[config.mk]
export PLATFORM = sky130hd
export DESIGN_NAME = regfile_dump_ctrl
export DESIGN_NICKNAME = d
export VERILOG_FILES = /design/src/rtl/regfile_dump_ctrl.sv
export SDC_FILE = /design/constraint.sdc
export NUM_CORES = 1
export LEC_CHECK = 0
export ABC_AREA = 0
export CORE_MARGIN = 2
export CORE_UTILIZATION = 52
export DETAILED_ROUTE_END_ITERATION = 8
export PLACE_DENSITY = 0.9
export SYNTH_ARGS = -nofsm -noshare
export SYNTH_HDL_FRONTEND = slang
export SYNTH_SLANG_ARGS = --single-unit
export TNS_END_PERCENT = 10
[constraint.sdc]
create_clock -name clk -period 3.8 [get_ports clk]
set_input_delay 0.76 -clock clk [delete_from_list [all_inputs] [get_ports clk]]
set_output_delay 0.76 -clock clk [all_outputs]
set_load 0.05 [all_outputs]
[src/rtl/regfile_dump_ctrl.sv]
// regfile_dump_ctrl: debug sequencer that freezes the pipeline, walks the
// register file through its registered read port and streams every word
// out as bytes (MSB first) over a valid/ready byte interface.
module regfile_dump_ctrl #(
  parameter  int WIDTH  = 32,
  parameter  int LENGTH = 32,
  parameter  int NB     = $clog2(LENGTH),
  localparam int NBYTES = WIDTH / 8
) (
  input  logic             clk,
  input  logic             reset,
  input  logic             start,
  input  logic             halt_ack,
  input  logic [WIDTH-1:0] rf_rd_data,
  input  logic             tx_ready,
  output logic             halt_req,
  output logic [NB-1:0]    rf_rd_addr,
  output logic [7:0]       tx_data,
  output logic             tx_valid,
  output logic             busy,
  output logic             done
);

  localparam int BCW = (NBYTES > 1) ? $clog2(NBYTES) : 1;

  typedef enum logic [2:0] {
    IDLE = 3'd0,
    HALT = 3'd1,
    ADDR = 3'd2,
    WAIT = 3'd3,
    SEND = 3'd4,
    DONE = 3'd5
  } state_t;

  state_t           state;
  logic [WIDTH-1:0] shift_reg;
  logic [BCW-1:0]   byte_cnt;

  // The outgoing byte is always the top of the shift register; shifting on
  // every accepted byte leaves it zero once a word has been fully sent.
  assign tx_data = shift_reg[WIDTH-1 -: 8];

  // Sequencer: all outputs are registered and change on state transitions.
  always_ff @(posedge clk) begin
    if (reset) begin
      state      <= IDLE;
      halt_req   <= 1'b0;
      rf_rd_addr <= '0;
      tx_valid   <= 1'b0;
      busy       <= 1'b0;
      done       <= 1'b0;
      byte_cnt   <= '0;
      shift_reg  <= '0;
    end else begin
      done <= 1'b0;
      case (state)
        IDLE: begin
          if (start) begin
            state    <= HALT;
            halt_req <= 1'b1;
            busy     <= 1'b1;
          end
        end
        HALT: begin
          if (halt_ack) begin
            rf_rd_addr <= '0;
            state      <= ADDR;
          end
        end
        // Register file captures rf_rd_addr at the end of this cycle.
        ADDR: state <= WAIT;
        WAIT: begin
          shift_reg <= rf_rd_data;
          byte_cnt  <= '0;
          tx_valid  <= 1'b1;
          state     <= SEND;
        end
        SEND: begin
          // Nothing moves while the UART stalls, so tx_data holds steady.
          if (tx_ready) begin
            shift_reg <= shift_reg << 8;
            if (byte_cnt != BCW'(NBYTES - 1)) begin
              byte_cnt <= byte_cnt + BCW'(1);
            end else begin
              tx_valid <= 1'b0;
              if (rf_rd_addr != NB'(LENGTH - 1)) begin
                rf_rd_addr <= rf_rd_addr + NB'(1);
                state      <= ADDR;
              end else begin
                done  <= 1'b1;
                state <= DONE;
              end
            end
          end
        end
        DONE: begin
          halt_req   <= 1'b0;
          busy       <= 1'b0;
          rf_rd_addr <= '0;
          state      <= IDLE;
        end
        default: state <= IDLE;
      endcase
    end
  end

endmodule

* Yosys cells after proc, flatten, opt, wreduce, memory -nomap -nowiden *
Cells that the tools add are included.

word-level totals
  input port bits = 37
  logic and storage cells = 57
  register bits after elaboration = 45
  output and inout port bits = 17

cells by class
  $add $sub $neg = 2
  equality and inequality tests = 13
  reductions and logical operators = 11
  mux-type cells = 22
  bitwise operators = 2

operators with widths
  operator               count
  $pmux W32 S2           1
  $mux W32               1
  $mux W5                4
  $mux W3                5
  $pmux W3 S5            1
  $pmux W5 S3            1
  $ne A2 B2 Y1 const B   7
  $eq A3 B2 Y1 const B   2
  $eq A3 B3 Y1 const B   2
  $reduce_and A3 Y1      2
  $add A5 B1 Y5 const B  1
  $ne A5 B5 Y1 const B   1
  $reduce_and A5 Y1      1
  $mux W1                4
  $mux W2                2
  $pmux W1 S2            2
  $pmux W2 S2            1
  $reduce_and A2 Y1      2
  $reduce_and A4 Y1      1
  $reduce_bool A2 Y1     2
  $reduce_or A4 Y1       1
  $eq A3 B1 Y1 const B   1
  $logic_not A3 Y1       1
  $reduce_bool A3 Y1     1
  2 further kinds        3

* Depth between registers and ports, before layout *
  depth in word-level cells = 5
  depth in mapped cells = 6
  mapped depth without buffers = 6

* Least setup slack after synthesis *
Ideal clock, no wire load.

  path kind = reg-to-reg
  start point = register rf_rd_addr[0]
  end point = register rf_rd_addr[3]
  stages on the path, launching flop included = 7
  clock period less this slack = 2.070 ns
  path buffers = 0
  setup slack = 1.730 ns
  library setup time = 0.074 ns
  data arrival time = 1.996 ns
  data required time = 3.726 ns
  cells stage by stage = dfxtp_1 > ha_1 > and3_1 > ha_1 > nand3b_1 > or4_1 > a31oi_1

between the ends
  longest elaborated chain between the ends = 5
  elaborated cells between the ends (all ways) = 8
  those cells by class = add/sub: 1; eq/ne: 2; mux: 4; reduce/logical: 1

ends and longest elaborated chain
  item                    RTL line  source
  start, declared         17        output logic [NB-1:0] rf_rd_addr,
  start signal, assigned  87        rf_rd_addr <= rf_rd_addr + NB'(1);
  $add A5 B1 Y5           87
  $mux W5                 86        if (rf_rd_addr != NB'(LENGTH - 1)) begin
  $mux W5                 82        if (byte_cnt != BCW'(NBYTES - 1)) begin
  $mux W5                 80        if (tx_ready) begin
  $pmux W5 S3             56        case (state)

Parallel ways exist; a longest one is shown, timed or not. The select of a mux whose other input is x is not followed.
A chain may end at the register's enable or synchronous reset.

* Worst setup path in the final report *
  start point = input tx_ready
  end point = register shift_reg[27]

between the ends
  longest elaborated chain between the ends = 2

ends and longest elaborated chain
  item                                RTL line  source
  start, declared                     15        input logic tx_ready,
  $ne A2 B2 Y1 (no source line)       n/a
  $reduce_and A2 Y1 (no source line)  n/a
  end signal, assigned                73        shift_reg <= rf_rd_data;
  end signal, assigned                81        shift_reg <= shift_reg << 8;
  end, declared                       36        logic [WIDTH-1:0] shift_reg;

No other way between the ends.

==> results.yml <==
run_status:
  status: "finished, final reports clean"
job:
  max_cap_viol_count: 0
setup_path:
  critical-path-max-stage-delay_ns: 0.74
  end_kind: "register"
  crit_chain: "clkdlybuf4s50_1 -> nand4bb_1 -> nand2_1 -> a311oi_1"
  worstPathRequired_ns: 3.94
  worstPathArrival_ns: 2.67
  worstSetupPathType: "in -> reg"
  worst_path_max_delay_cell: "nand2_1"
  cp-start-kind: "input pin"
  critPathMaxFanout: 24
power_and_ir_drop:
  ir_drop_uv: 254
  p_sw_uw: 396
  power.total_mw: 1.21
  power.density_nw_per_um2: 450
  netSwitchingFraction_pct: 32.8
  p_leak_nw: 0.918
  p_clk_share_pct: 25.2
  p_comb_share_pct: 26.7
  pwr-share-seq_pct: 48.1
  p_int_uw: 810
placed_design:
  pre_cts_ws_ns: 0.990
  placed_area_um2: 2590
  dp_hpwl_mm: 3.18
  gp_congestion: 0.819
  place_inst: 335
  io_buffers: 53
clock_tree:
  cts_root_buf: "clkbuf_8"
  cts_buffers: 5
  cts_tree: "done"
  clk_pin_slew_ns: 0.09
  clockBufferDepth: 2
  insertion_delay_ns: 0.30
  cts_setup_buffers: 0
  htreeDepth: 2
  cts-resized-gates: 0
  holdBufCountCts: 0
  cts.sinks: 45
yosys:
  muxShareOfSynthArea_pct: 1.39
  synth-compound-area-share_pct: 18.4
  synthAdderAreaFrac_pct: 1.74
  synth_nets: 306
  netlist_top_cells_area: "dfxtp_1 (42%), nand2_1 (10%), a311oi_1 (9.7%)"
  syn_inst: 266
  synth_ff_type: "dfxtp_1"
  ys_seq_elements: 45
  syn_area_per_cell_um2: 8.11
  synth_xor_area_share_pct: 0
  synth_top_family_by_area: "simple AND/OR/NAND/NOR gates"
  yosys.area_share.simple_pct: 28.2
  synth-edff-count: 0
  async_reset_ff_share_pct: 0
  yosys.cell_types.count: 40
  yosysMostFrequentCell: "nand2_1"
  synth_seq_area_share_pct: 41.8
  synth_area_um2: 2160
  synth_top_cell_by_area: "dfxtp_1"
  synth_top_area_share_pct: 41.8
  yosysWarnings: 0
  yosys-top-cells-count: "nand2_1 (60), dfxtp_1 (45), a311oi_1 (24), nor3_1 (24), clkbuf_1 (18)"
detailed_routing:
  wirelength_mm: 4.91
  avgViaCountPerCell: 5.89
  drc: 0
  drt_iter0_markers: 191
  wl_met2_mm: 2.37
  post_drt_wl_per_cell_um: 14.4
  drt-pass1-iter-count: 6
  final_antenna_net_count: 0
  vias: 2013
  wl_met3_um: 277
  top_layer: "met4"
  wl_met1_mm: 2.20
sta:
  relSlewSlack_pct: 19.4
  setup_viol: 0
  fin_crit_sh_pct: 66.7
  fin_setup_tns_ns: 0
  rsz0062_at_grt: "no"
  fin_ws_ns: 1.27
  holdWs_ns: 0.474
  tightest_slew_ns: 1.21
  fmax_mhz: 395
  fin_crit_ns: 2.53
  fin_worst_skew_ns: 0.0104
  report.final.slew_viol_count: 0
  hold_viol: 0
cells_and_area:
  drive_gt1_share_pct: 3.77
  final_net_count: 332
  seq_area_um2: 901
  stdcell_count: 342
  syn_to_final_growth_pct: 24.3
  antenna_cells: 0
  fin_util_pct: 67.0
  multiInputGateArea_um2: 1080
  num-fill-cells: 371
  largest_reg_flops: 32
  final_area_um2: 2680
die:
  die_width_um: 68.4
  coreArea_um2: 4000
  start_util_pct: 53.9
  fp.dieArea_um2: 4680
  pin_count: 54
  fp-row-count: 23
  die_h_um: 68.4
grt:
  grt.overflow.total: 0
  grt_pass1_vias: 1727
  grt_use_total_pct: 21.4
  grt_antenna_before_repair: 0
  grt_pass1_wl_mm: 7.59
  grt_start_max_net_pins: 36
hold_path:
  hold_path.class: "reg -> reg"
path summary, 6_finish.rpt:
kind / end / slack, ns / depth (start not counted) / start
worst max-delay path: shift_reg[27] / 1.27 / 4 / tx_ready
worst min register to register: shift_reg[0] / 0.47 / 2 / shift_reg[0]
worst min-delay path: shift_reg[0] / 0.47 / 2 / shift_reg[0]
worst max register to register: rf_rd_addr[3] / 1.47 / 3 / state[2]
cell type report:
class                           instances  share of cell area [%]
Sequential cell                        45                    33.6
Inverter                                3                   0.420
Timing Repair Buffer                   54                    20.1
Clock inverter                          1                   0.280
Tap cell                               50                    2.33
Multi-Input combinational cell        183                    40.2
Clock buffer                            6                    3.08
routing by layer:
metal  vias up  global-route usage [%]
met1       926                    26.7
met2        74                    36.2
met3         7                    3.95
li1       1006                       -
met4         0                    8.75
met5         -                       0
power groups by stage:
stage | logic (mW) | clock network, mW | registers [mW]
after floorplan | 0.249 | 0 | 0.572
final | 0.321 | 0.304 | 0.580
after detailed placement | 0.321 | 0 | 0.590
after global placement | 0.312 | 0 | 0.586
after CTS | 0.321 | 0.308 | 0.579
after global routing | 0.345 | 0.329 | 0.587
worst max-delay path, delay by kind of cell:
family	cells	cell delay, ns
AOI/OAI and AO/OA	1	0.20
buffers and inverters	1	0.60
and+or+nand+nor	2	1.11
cell usage in the layout, fill, tap and decap left out, types with 2 or more instances in the layout:
master	Yosys	final
nand2_1	60	60
clkdlybuf4s50_1	0	53
dfxtp_1	45	45
nor3_1	24	24
a311oi_1	24	24
a21oi_1	14	14
nand3_1	13	13
clkbuf_8	0	6
nand3b_1	3	3
inv_1	3	3
nand2b_1	3	3
mux2i_1	3	3
o21ai_0	3	3
ha_1	3	3
nor2_1	2	2
nor3b_1	2	2
o21a_1	2	2
nor4_1	2	2
o211ai_1	2	2
or3_1	2	2
o221ai_1	2	2
or4_1	2	2
a31oi_1	2	2
kinds of logic after synthesis:
group,Yosys count
AND/OR/NAND/NOR,123
multiplexers,3
adder cells (fa/ha/maj),3
AO/OA/AOI/OAI,54
flip-flops,45
buffers and inverters,38
Note: power is estimated with default switching activity, not from simulation.
